`config.mk`:
```
export PLATFORM = sky130hd
export DESIGN_NAME = prefetch_fetch_unit
export DESIGN_NICKNAME = d
export VERILOG_FILES = /design/src/rtl/prefetch_fetch_unit_pkg.sv /design/src/rtl/sync_fifo.sv /design/src/rtl/prefetch_fetch_unit.sv
export SDC_FILE = /design/constraint.sdc
export NUM_CORES = 1
export LEC_CHECK = 0
export CORE_UTILIZATION = 30
export CTS_BUF_LIST = sky130_fd_sc_hd__clkbuf_4 sky130_fd_sc_hd__clkbuf_8
export DETAILED_ROUTE_END_ITERATION = 8
export PLACE_DENSITY = 0.55
export SYNTH_ARGS = -nofsm -noshare
export SYNTH_HDL_FRONTEND = slang
export SYNTH_HIERARCHICAL = 1
export SYNTH_SLANG_ARGS = --single-unit
export TNS_END_PERCENT = 20
```
`constraint.sdc`:
```
create_clock -name clk -period 4.65 [get_ports clk]
set_input_delay 0.93 -clock clk [delete_from_list [all_inputs] [get_ports clk]]
set_output_delay 0.93 -clock clk [all_outputs]
set_load 0.005 [all_outputs]
```
`src/rtl/prefetch_fetch_unit_pkg.sv`:
```
// Shared definitions for the prefetch fetch unit: FSM state encodings,
// the default reset PC and a saturating-add helper for the optional
// performance counters (IFETCH_PERF_EN).
package prefetch_fetch_unit_pkg;

   // FSM state encodings
   localparam logic [1:0] ST_FETCH     = 2'd0;  // no request outstanding
   localparam logic [1:0] ST_WAIT      = 2'd1;  // one request outstanding, keep response
   localparam logic [1:0] ST_WAIT_DROP = 2'd2;  // one request outstanding, discard response

   // Default byte address loaded on reset
   localparam logic [31:0] DEFAULT_RESET_PC = 32'h0040_0020;

   // 32-bit add that sticks at all-ones instead of wrapping
   function automatic logic [31:0] sat_add32(input logic [31:0] a, input logic [31:0] b);
      logic [32:0] sum;
      sum = {1'b0, a} + {1'b0, b};
      return sum[32] ? 32'hFFFF_FFFF : sum[31:0];
   endfunction

endpackage

```
`src/rtl/sync_fifo.sv`:
```
// Synchronous FIFO with synchronous reset and flush. DEPTH must be a power
// of two so the read/write pointers wrap naturally. A push into a full FIFO
// is only honoured when a pop frees an entry in the same cycle.
module sync_fifo
   import prefetch_fetch_unit_pkg::*;
#(
   parameter int WIDTH = 64,
   parameter int DEPTH = 4
) (
   input  logic                     clk,
   input  logic                     rst,
   input  logic                     flush,
   input  logic                     push,
   input  logic [WIDTH-1:0]         wdata,
   input  logic                     pop,
   output logic [WIDTH-1:0]         rdata,
   output logic                     empty,
   output logic [$clog2(DEPTH):0]   count
);

   localparam int PW = $clog2(DEPTH);
   localparam int CW = PW + 1;

   logic [WIDTH-1:0] mem [DEPTH];
   logic [PW-1:0]    wr_ptr;
   logic [PW-1:0]    rd_ptr;
   logic [CW-1:0]    cnt;
   logic             full;
   logic             do_push;
   logic             do_pop;

   assign empty   = (cnt == '0);
   assign full    = (cnt == CW'(DEPTH));
   assign do_pop  = pop && !empty;
   assign do_push = push && (!full || do_pop);
   assign rdata   = mem[rd_ptr];
   assign count   = cnt;

   // Storage write; contents need no reset because cnt gates visibility
   always_ff @(posedge clk) begin
      if (do_push && !rst && !flush) begin
         mem[wr_ptr] <= wdata;
      end
   end

   // Pointer and occupancy bookkeeping with reset/flush priority
   always_ff @(posedge clk) begin
      if (rst || flush) begin
         wr_ptr <= '0;
         rd_ptr <= '0;
         cnt    <= '0;
      end else begin
         if (do_push) wr_ptr <= wr_ptr + PW'(1);
         if (do_pop)  rd_ptr <= rd_ptr + PW'(1);
         case ({do_push, do_pop})
            2'b10:   cnt <= cnt + CW'(1);
            2'b01:   cnt <= cnt - CW'(1);
            default: cnt <= cnt;
         endcase
      end
   end

endmodule

```
`src/rtl/prefetch_fetch_unit.sv`:
```
// Prefetching instruction fetch unit. Holds the PC, issues one word-aligned
// request at a time to a variable-latency instruction memory and buffers the
// returned instructions (with their PCs) in a DEPTH-entry FIFO that decode
// drains over instr_valid/instr_ready.
//
// Handshake: the FIFO head moves to decode on a rising edge where
// instr_valid && instr_ready; a request is accepted on a rising edge where
// imem_req && imem_gnt; a response is taken on any edge with imem_rvalid.
//
// Optional feature macro: IFETCH_PERF_EN adds saturating perf counters.
// fetch_state exposes the FSM encoding for observation.
module prefetch_fetch_unit
   import prefetch_fetch_unit_pkg::*;
#(
   parameter int                ADDR_W   = 32,
   parameter int                DATA_W   = 32,
   parameter int                DEPTH    = 4,
   parameter logic [ADDR_W-1:0] RESET_PC = ADDR_W'(DEFAULT_RESET_PC)
) (
   input  logic              clk,
   input  logic              start_up,
   output logic              imem_req,
   output logic [ADDR_W-1:0] imem_addr,
   input  logic              imem_gnt,
   input  logic              imem_rvalid,
   input  logic [DATA_W-1:0] imem_rdata,
   output logic              instr_valid,
   output logic [DATA_W-1:0] instr,
   output logic [ADDR_W-1:0] instr_pc,
   input  logic              instr_ready,
   input  logic              redirect_valid,
   input  logic [ADDR_W-1:0] redirect_base,
   input  logic [15:0]       redirect_imm16,
`ifdef IFETCH_PERF_EN
   output logic [31:0]       perf_fetched,
   output logic [31:0]       perf_flushed,
   output logic [31:0]       perf_stall,
`endif
   output logic [1:0]        fetch_state
);

   localparam int CW = $clog2(DEPTH) + 1;
   localparam int EW = ADDR_W + DATA_W;
   localparam logic [ADDR_W-1:0] PC_INIT = RESET_PC & ~ADDR_W'(3);

   logic [1:0]        state;
   logic [ADDR_W-1:0] pc;
   logic [ADDR_W-1:0] req_pc;
   logic [ADDR_W-1:0] target;
   logic signed [17:0] off18;
   logic [ADDR_W-1:0] off_w;

   logic              fifo_push;
   logic              fifo_pop;
   logic              fifo_empty;
   logic [CW-1:0]     fifo_count;
   logic [EW-1:0]     fifo_wdata;
   logic [EW-1:0]     fifo_rdata;
   logic              req_fire;

   // Branch target: base + 4 + sign-extended word offset, wrapping at ADDR_W
   assign off18  = {redirect_imm16, 2'b00};
   assign off_w  = ADDR_W'(off18);
   assign target = redirect_base + ADDR_W'(4) + off_w;

   // A request only goes out from FETCH when the FIFO has room for its
   // response; counting the in-flight word against DEPTH prevents overflow.
   assign imem_req  = !start_up && !redirect_valid && (state == ST_FETCH) &&
                      (fifo_count < CW'(DEPTH));
   assign imem_addr = pc;
   assign req_fire  = imem_req && imem_gnt;

   assign instr_valid = !start_up && !fifo_empty;
   assign {instr_pc, instr} = fifo_rdata;

   // Redirect voids both the push of a response and any pop that cycle
   assign fifo_push  = !start_up && !redirect_valid && (state == ST_WAIT) && imem_rvalid;
   assign fifo_pop   = !start_up && !redirect_valid && instr_valid && instr_ready;
   assign fifo_wdata = {req_pc, imem_rdata};

   assign fetch_state = state;

   sync_fifo #(
      .WIDTH (EW),
      .DEPTH (DEPTH)
   ) u_fifo (
      .clk   (clk),
      .rst   (start_up),
      .flush (redirect_valid),
      .push  (fifo_push),
      .wdata (fifo_wdata),
      .pop   (fifo_pop),
      .rdata (fifo_rdata),
      .empty (fifo_empty),
      .count (fifo_count)
   );

   // Fetch FSM, PC and outstanding-request PC
   always_ff @(posedge clk) begin
      if (start_up) begin
         state  <= ST_FETCH;
         pc     <= PC_INIT;
         req_pc <= PC_INIT;
      end else if (redirect_valid) begin
         pc <= target;
         if ((state != ST_FETCH) && !imem_rvalid) begin
            state <= ST_WAIT_DROP;
         end else begin
            state <= ST_FETCH;
         end
      end else begin
         case (state)
            ST_FETCH: begin
               if (req_fire) begin
                  req_pc <= pc;
                  pc     <= pc + ADDR_W'(4);
                  state  <= ST_WAIT;
               end
            end
            ST_WAIT: begin
               if (imem_rvalid) state <= ST_FETCH;
            end
            ST_WAIT_DROP: begin
               if (imem_rvalid) state <= ST_FETCH;
            end
            default: state <= ST_FETCH;
         endcase
      end
   end

`ifdef IFETCH_PERF_EN
   logic [31:0] flush_amount;

   // Entries dropped by a redirect plus a kept response that becomes stale
   assign flush_amount = 32'(fifo_count) + ((state == ST_WAIT && !imem_rvalid) ||
                                            (state == ST_WAIT && imem_rvalid) ? 32'd1 : 32'd0);

   // Saturating performance counters, cleared by start_up
   always_ff @(posedge clk) begin
      if (start_up) begin
         perf_fetched <= '0;
         perf_flushed <= '0;
         perf_stall   <= '0;
      end else begin
         if (fifo_push) perf_fetched <= sat_add32(perf_fetched, 32'd1);
         if (redirect_valid) perf_flushed <= sat_add32(perf_flushed, flush_amount);
         if (instr_ready && !instr_valid) perf_stall <= sat_add32(perf_stall, 32'd1);
      end
   end
`endif

endmodule

```
==> PnR_summary.wiki, run 1 <==
{| class="wikitable"
! Metric !! Value
|-
| Result of the run || finished clean
|-
| P_leak || approximately 6.4 nW
|-
| Crit path capture || instr_pc[14]
|-
| #FFs+latches synth || between 300 and 400
|-
| CP Data Arrival Time || 2.76 ns
|-
| Mean instance size in the synthesized netlist || ~14 um^2
|-
| Global-route total usage across every layer || 0.143
|-
| Placed instance count || 1,801
|-
| CTS clock-pin slew for the worst setup and hold paths || ~0.06 ns
|-
| Tightest hold margin || around 0.48 ns
|-
| DRT Wirelength || 35,600 um
|-
| Worst slew slack as a fraction of its limit || 0.303
|-
| MaxCap Viol Count || 0
|-
| Met1 track demand over resource || 0.178
|-
| Met3 track demand over resource in global routing || 0.0421
|-
| Die area || between 40,000 and 50,000 um^2
|-
| Maximum clock frequency || between 0.2 and 0.3 GHz
|-
| Slowest stage delay, CP || between 0.5 and 0.6 ns
|-
| Layout net count || roughly 1,400
|-
| Vias in the first global route || around 9,600
|-
| Ports || around 190
|-
| Total of hold buffers inserted after clock tree synthesis || 0
|-
| Depth of the worst register-to-register path || 7
|-
| Hold Violations, Final || 0
|-
| Endpoint of the worst-slack reg-to-reg timing path || u_fifo/mem[2][2]$_DFFE_PP_
|-
| Synth unique cells || between 70 and 80
|-
| Actual slew at the worst max-slew pin || 1.04 ns
|-
| Pwr per Cell Area || around 360 nW/um^2
|-
| Met2 Usage GRT || 0.239
|-
| Fraction of final layout cells sized beyond drive strength 1 || 0.151
|-
| Number of nets produced by synthesis || about 1,200
|-
| Number of buffers inserted during clock tree synthesis || 54
|-
| Number of standard cells in the layout, taps in and fillers out || 1,899
|-
| Global-route wire length before repair || between 50,000 and 60,000 um
|-
| Total buffers and inverters traversed by the critical path || 2
|-
| Post-synthesis to final-layout area growth || 26.2%
|-
| Class of the most critical setup path || flip-flop to primary output
|-
| EDFF count, synth || roughly 260
|-
| Clock Skews || 0.0253 ns
|-
| Type of the most critical hold path || flip-flop to flip-flop
|-
| Pre-Repair DR Iteration Count || 5
|-
| Number of instances resized during post-cts repair || 0
|-
| Remaining Overflow, GRT || 0
|-
| Critical path cell sequence || buf_12, mux4_2, clkdlybuf4s50_1
|-
| Cell count along the critical path || 3
|-
| FF-to-FF setup slack || roughly 1.8 ns
|-
| Via count of the routed design || 9,164
|-
| Maximum fanout along the worst path || 50
|-
| Largest cells by area after synthesis || edfxtp_1 (52%), dfxtp_1 (10%), mux4_2 (9.8%), ha_1 (5.4%), nand2_1 (2.9%)
|-
| Post-Synthesis Cell Area || 14,700 um^2
|-
| Final std cell area, no fill || 18,600 um^2
|-
| Routability congestion estimate || about 0.84
|-
| Setup repair after global routing missed its margin || false
|-
| Post-route minimum period || roughly 3.7 ns
|-
| Final design utilization || 0.386
|-
| YS warnings || 6
|-
| Slew Viols, Final || 0
|-
| Die height || ~220 um
|-
| Detailed placement HPWL || between 20,000 and 25,000 um
|-
| Clock latency on the worst-skew pair || between 0.6 and 0.7 ns
|-
| Cell row count || 80
|-
| Maximum number of pins on one net before global-route repair || 65
|-
| DRC violation count after routing || 0
|-
| Primary flip-flop cell chosen by synthesis mapping || edfxtp_1
|-
| Summed negative setup slack over all endpoints || 0 ns
|-
| Port buffer count || roughly 190
|-
| Ratio of final minimum period to clock period || 0.794
|-
| # diodes || 0
|-
| Finish-stage setup viols || 0
|-
| CTS Root Buffer Type || clkbuf_8
|-
| CTS H-Tree Depth || 2
|-
| Avg Vias per Cell || 4.83
|-
| CP required || around 3.7 ns
|-
| CP max-delay cell || dfxtp_4
|-
| Antenna Nets Post-Route || 0
|-
| Worst VDD drop || 172 uV
|-
| Startpoint types || flip-flop
|-
| Setup Fix Bufs, Post-CTS || 0
|-
| Clk sinks || about 330
|-
| Cell area after placement || around 17,000 um^2
|-
| Portion of the post-synthesis area used by sequential elements || 0.624
|-
| Horizontal die dimension || roughly 220 um
|-
| Cell type group with the largest total delay on the critical path || buffers and inverters
|-
| Worst reg2reg path startpoint || u_fifo/count[0]$_SDFFE_PP0P_
|-
| GRT busiest layer || met2
|-
| Crit. End Element || primary output
|-
| Post-synthesis async set-or-reset flop share || 0
|-
| Area share of the largest cell type after synthesis || 0.522
|-
| Synthesized netlist cell count || slightly above 1,000
|-
| CTS tree || yes
|-
| Count of fill cells added during filler insertion || between 4,000 and 5,000
|-
| Most area-hungry cell type in the Yosys netlist || edfxtp_1
|-
| Core ar. || just under 50,000 um^2
|-
| Initial detailed-routing violation count || approximately 490
|-
| Max Buffers Root-to-Sink || 3
|-
| Antenna violations before repair || 1
|-
| Wire length per cell || between 15 and 20 um
|-
| Initial Utilization || 0.306
|}
## cells in the final DEF (no fill, tap or decap), types with 32 or more instances in the layout
cell	count
a21oi_1	38
nand2_1	113
dfxtp_1	73
mux4_2	64
edfxtp_1	256
nor2_1	48
clkdlybuf4s50_1	184
ha_1	64
clkbuf_8	57
nand3_1	45
xnor2_1	32
## cell usage after synthesis, types with 2 or more instances
cell,number
and4_1,2
a21oi_1,38
edfxtp_1,256
nand3b_1,2
mux4_2,64
nand2_1,113
a311o_1,3
xor2_1,13
nor2_1,49
xnor2_1,32
o22ai_1,4
buf_1,9
a221oi_1,3
o31ai_1,5
and3_1,8
clkbuf_1,21
buf_6,3
a21o_1,9
nand2b_1,4
nand4_1,15
o211ai_1,5
buf_2,7
nor4_1,12
nand3_1,45
or2_2,3
mux2i_1,9
mux2_2,4
fa_1,2
or3_1,3
clkbuf_2,2
o21ai_0,21
nor3_1,16
ha_1,64
o211a_1,3
a2111oi_0,2
nor2b_1,3
nor4b_4,2
nor3b_1,5
dfxtp_1,75
and2_1,8
a211oi_1,23
o21a_1,5
a31oi_1,5
inv_1,20
## registers in the layout (all words and copies together) (netlist names), named ones only
register and flops:
imem_addr 32, u_fifo/wr_ptr 2, fetch_state 2, u_fifo/rd_ptr 2, req_pc 32, u_fifo/count 3
u_fifo/mem 256
## worst min path at each step
stage | start | end | slack, ns | cells after the start
floorplan | imem_addr[0]$_SDFFE_PP0P_ | req_pc[0]$_SDFFE_PP0P_ | 0.45 | 2
global placement | imem_addr[1]$_SDFFE_PP0P_ | req_pc[1]$_SDFFE_PP0P_ | 0.46 | 2
detailed placement | imem_addr[1]$_SDFFE_PP0P_ | req_pc[1]$_SDFFE_PP0P_ | 0.46 | 2
CTS | imem_addr[1]$_SDFFE_PP0P_ | req_pc[1]$_SDFFE_PP0P_ | 0.48 | 2
global route | imem_addr[1]$_SDFFE_PP0P_ | req_pc[1]$_SDFFE_PP0P_ | 0.49 | 2
finish | imem_addr[1]$_SDFFE_PP0P_ | req_pc[1]$_SDFFE_PP0P_ | 0.48 | 2
## power breakdown
| group | internal, mW | total, mW | switching [mW] |
|---|---|---|---|
| combinational | 0.308 | 0.639 | 0.331 |
| clock | 1.60 | 2.74 | 1.14 |
| sequential | 3.22 | 3.30 | 0.0789 |
| total | 5.13 | 6.68 | 1.55 |
## per-stage QoR
step / power [mW] / setup WS (ns)
6_report: 6.68 / 0.956
5_1_grt: 6.99 / 0.717
4_1_cts: 6.79 / 0.817
3_5_place_dp: 4.00 / 0.431
3_3_place_gp: 4.00 / 0.376
2_1_floorplan: 3.71 / 0.529
## layout make-up
type / count / area, um^2 / share of cell area
Clock inverter: 25 / 279 / 0.0150
Clock buffer: 73 / 905 / 0.0487
Sequential cell: 331 / 9200 / 0.495
Timing Repair Buffer: 204 / 2080 / 0.112
Tap cell: 615 / 769 / 0.0414
Multi-Input combinational cell: 630 / 5260 / 0.283
Inverter: 21 / 78.8 / 0.00424
## logic make-up after synthesis
| kind of cell | synth area share |
|---|---|
| flip-flops | 0.624 |
| XOR/XNOR | 0.0268 |
| AO/OA/AOI/OAI | 0.0639 |
| adder cells (fa/ha/maj) | 0.0571 |
| buffers and inverters | 0.0189 |
| AND/OR/NAND/NOR | 0.101 |
| multiplexers | 0.108 |
## routing by layer
layer / vias to the layer above / wire length [um]
li1: 4412 / -
met5: - / 0
met3: 65 / 2390
met1: 4435 / 15600
met4: 0 / 820
met2: 252 / 16800
## worst register-to-register path: cells and delay by family, from the launching register on
| kind | cells | cell delay [ns] |
|---|---|---|
| buf+inv | 1 | 0.30 |
| flops | 1 | 0.53 |
| simple gates | 6 | 1.67 |
No activity file was read; power rests on OpenSTA's default activity.
==> run 2: changes to the inputs <==
==> constraint.sdc (replaced) <==
create_clock -name clk -period 3.4 [get_ports clk]
set_input_delay 0.68 -clock clk [delete_from_list [all_inputs] [get_ports clk]]
set_output_delay 0.68 -clock clk [all_outputs]
set_load 0.005 [all_outputs]
==> PnR_summary.wiki, run 2 (synthesis gave the netlist of run 1 again) <==
{| class="wikitable"
! Metric !! Value
|-
| Result of the run || finished clean (unchanged)
|-
| Fraction of final layout cells sized beyond drive strength 1 || 0.190 (was 0.151)
|-
| Number of instances resized during post-cts repair || 0 (unchanged)
|-
| Slowest stage delay, CP || 0.59 ns (was 0.57 ns)
|-
| Global-route wire length before repair || 55,900 um (was 54,800 um)
|-
| Routability congestion estimate || 0.850 (was 0.839)
|-
| FF-to-FF setup slack || 0.88 ns (was 1.79 ns)
|-
| Global-route total usage across every layer || 0.145 (was 0.143)
|-
| Setup Fix Bufs, Post-CTS || 0 (unchanged)
|-
| Crit path capture || imem_req (was instr_pc[14])
|-
| Initial detailed-routing violation count || 502 (was 488)
|-
| Commonest cells after routing, fill and taps aside || edfxtp_1 (256), clkdlybuf4s50_1 (184), nand2_1 (113) (unchanged)
|-
| Clk sinks || 331 (unchanged)
|-
| Remaining Overflow, GRT || 0 (unchanged)
|-
| Critical path cell sequence || clkdlybuf4s50_1, buf_4, or2_1, nor3b_1, clkdlybuf4s50_1 (was buf_12, mux4_2, clkdlybuf4s50_1)
|-
| Horizontal die dimension || 223 um (unchanged)
|-
| DRT Wirelength || 35,700 um (was 35,600 um)
|-
| Clock power frac || 0.385 (was 0.410)
|-
| Depth of the worst hold-timing path || 2 (unchanged)
|-
| CP required || 2.72 ns (was 3.72 ns)
|-
| Pre-Repair DR Iteration Count || 7 (was 5)
|-
| Port buffer count || 185 (unchanged)
|-
| Cell area after placement || 18,000 um^2 (was 17,400 um^2)
|-
| Pwr per Cell Area || 466 nW/um^2 (was 360 nW/um^2)
|-
| Die area || 50,000 um^2 (unchanged)
|-
| Total internal power || 6.78 mW (was 5.13 mW)
|-
| Maximum number of pins on one net before global-route repair || 50 (was 65)
|-
| Critical Path Source || start_up
|-
| Ratio of final minimum period to clock period || 0.943
|-
| # diodes || 0 (unchanged)
|-
| Worst VDD drop || 169 uV (was 172 uV)
|-
| Antenna violations before repair || 1 (unchanged)
|-
| Comb pwr share || 0.108 (was 0.096)
|-
| Net switching fraction of the power || 0.238 (was 0.232)
|-
| Largest Register || u_fifo/mem (unchanged)
|-
| Maximum fanout along the worst path || 9 (was 50)
|-
| Cell row count || 80 (unchanged)
|-
| CP max-delay cell || clkdlybuf4s50_1 (was dfxtp_4)
|-
| Setup repair after global routing missed its margin || false (unchanged)
|-
| Worst reg2reg path startpoint || u_fifo/count[2]$_SDFFE_PP0P_ (was u_fifo/count[0]$_SDFFE_PP0P_)
|-
| Leading cell type in the layout, fill and taps excluded || edfxtp_1 (unchanged)
|-
| Worst slew slack as a fraction of its limit || 0.567 (was 0.303)
|-
| Actual slew at the worst max-slew pin || 0.644 ns (was 1.04 ns)
|-
| Initial Utilization || 0.306 (unchanged)
|-
| Total of hold buffers inserted after clock tree synthesis || 0 (unchanged)
|-
| Most common cell on crit path || clkdlybuf4s50_1
|-
| Tightest hold margin || 0.458 ns (was 0.481 ns)
|-
| Class of the most critical setup path || input pin to primary output (was flip-flop to primary output)
|-
| CTS Root Buffer Type || clkbuf_8 (unchanged)
|-
| Die height || 223 um (unchanged)
|-
| Switching power || 2.12 mW (was 1.55 mW)
|-
| CTS tree || yes (unchanged)
|-
| Cell type group with the largest total delay on the critical path || buffers and inverters (unchanged)
|-
| Detailed placement HPWL || 25,200 um (was 24,100 um)
|-
| Avg Vias per Cell || 4.79 (was 4.83)
|-
| Crit. End Element || primary output (unchanged)
|-
| Max Buffers Root-to-Sink || 3 (unchanged)
|-
| Type of the most critical hold path || flip-flop to flip-flop (unchanged)
|-
| Depth of the worst register-to-register path || 9 (was 7)
|-
| CTS H-Tree Depth || 2 (unchanged)
|-
| Antenna Nets Post-Route || 0 (unchanged)
|-
| Clock latency on the worst-skew pair || 0.58 ns (was 0.61 ns)
|-
| Post-route minimum period || roughly 3.2 ns
|-
| CP Data Arrival Time || 2.53 ns (was 2.76 ns)
|-
| Clock Skews || 0.0173 ns (was 0.0253 ns)
|-
| Cell count along the critical path || 5 (was 3)
|-
| MaxCap Viol Count || 0 (unchanged)
|-
| Maximum clock frequency || 0.312 GHz
|-
| Post-synthesis to final-layout area growth || 29.8% (was 26.2%)
|-
| Vias in the first global route || 9,684 (was 9,633)
|-
| Endpoint of the worst-slack reg-to-reg timing path || u_fifo/count[2]$_SDFFE_PP0P_ (was u_fifo/mem[2][2]$_DFFE_PP_)
|-
| Number of buffers inserted during clock tree synthesis || 53 (was 54)
|-
| Core ar. || 48,000 um^2 (unchanged)
|-
| Ports || 186 (unchanged)
|-
| CTS clock-pin slew for the worst setup and hold paths || 0.06 ns (about the same)
|-
| Register share of total power || 0.507 (was 0.495)
|-
| Final std cell area, no fill || 19,100 um^2 (was 18,600 um^2)
|-
| Wire length per cell || 18.1 um (was 18.8 um)
|-
| Via count of the routed design || 9,424 (was 9,164)
|-
| Total buffers and inverters traversed by the critical path || 3 (was 2)
|-
| Number of flip-flops in the largest register || 256 (unchanged)
|-
| Slew Viols, Final || 0 (unchanged)
|-
| DRC violation count after routing || 0 (unchanged)
|-
| Finish-stage setup viols || 0 (unchanged)
|-
| Layout net count || 1,460 (was 1,394)
|-
| P_leak || 6.68 nW (was 6.37 nW)
|-
| Startpoint types || input pin (was flip-flop)
|-
| Hold Violations, Final || 0 (unchanged)
|}
==> run 2: layout make-up <==
| class | count | area [um^2] |
|---|---|---|
| Sequential cell | 331 | 9200 |
| Tap cell | 615 | 769 |
| Inverter | 21 | 78.8 |
| Multi-Input combinational cell | 630 | 5260 |
| Fill cell | 4587 | 28900 |
| Timing Repair Buffer | 271 | 2710 |
| Clock buffer | 64 | 843 |
| Clock inverter | 34 | 243 |
==> run 2: layer usage <==
| metal | vias to the layer above | GRT usage | share of wire |
|---|---|---|---|
| met3 | 47 | 0.0348 | 0.058 |
| met2 | 233 | 0.239 | 0.47 |
| li1 | 4550 | - | - |
| met4 | 0 | 0.0380 | 0.019 |
| met5 | - | 0 | 0 |
| met1 | 4594 | 0.189 | 0.45 |
==> run 2: worst reg2reg max path: stages (launching register included) <==
cell and delay (ns):
dfxtp_1 0.56, nor3_1 0.09, nor2_1 0.16, and3_1 0.23, o31a_4 0.20, or2b_1 0.24, fa_1 0.42, nor4b_4 0.31
o21a_1 0.17, nor3_2 0.04
==> run 2: stage by stage <==
step / instances / worst slack [ns] / utilization / total power [mW] / TNS (ns)
floorplan: 1025 / -0.470 / - / 5.07 / -90.33
global placement: 1868 / -0.134 / 0.375 / 5.56 / -0.891
detailed placement: 1868 / -0.166 / 0.375 / 5.56 / -1.28
CTS: 1966 / 0.155 / 0.398 / 9.05 / 0
global route: 1966 / 0.0736 / 0.398 / 9.36 / 0
finish: 1966 / 0.194 / 0.398 / 8.91 / 0
==> run 2: worst min path at each step <==
stage,slack (ns),to,startpoint
floorplan,0.45,req_pc[0]$_SDFFE_PP0P_,imem_addr[0]$_SDFFE_PP0P_
global route,0.46,fetch_state[1]$_SDFFE_PP0P_,redirect_valid
finish,0.46,req_pc[1]$_SDFFE_PP0P_,imem_addr[1]$_SDFFE_PP0P_
global placement,0.46,req_pc[1]$_SDFFE_PP0P_,imem_addr[1]$_SDFFE_PP0P_
CTS,0.39,fetch_state[1]$_SDFFE_PP0P_,redirect_valid
detailed placement,0.45,req_pc[1]$_SDFFE_PP0P_,imem_addr[1]$_SDFFE_PP0P_
==> run 2: power by group through the flow <==
stage	sequential (mW)	combinational, mW	clock (mW)
final	4.51	0.966	3.43
after global routing	4.52	1.08	3.76
after CTS	4.51	0.976	3.56
after detailed placement	4.60	0.966	0
after global placement	4.60	0.967	0
after floorplan	4.56	0.506	0
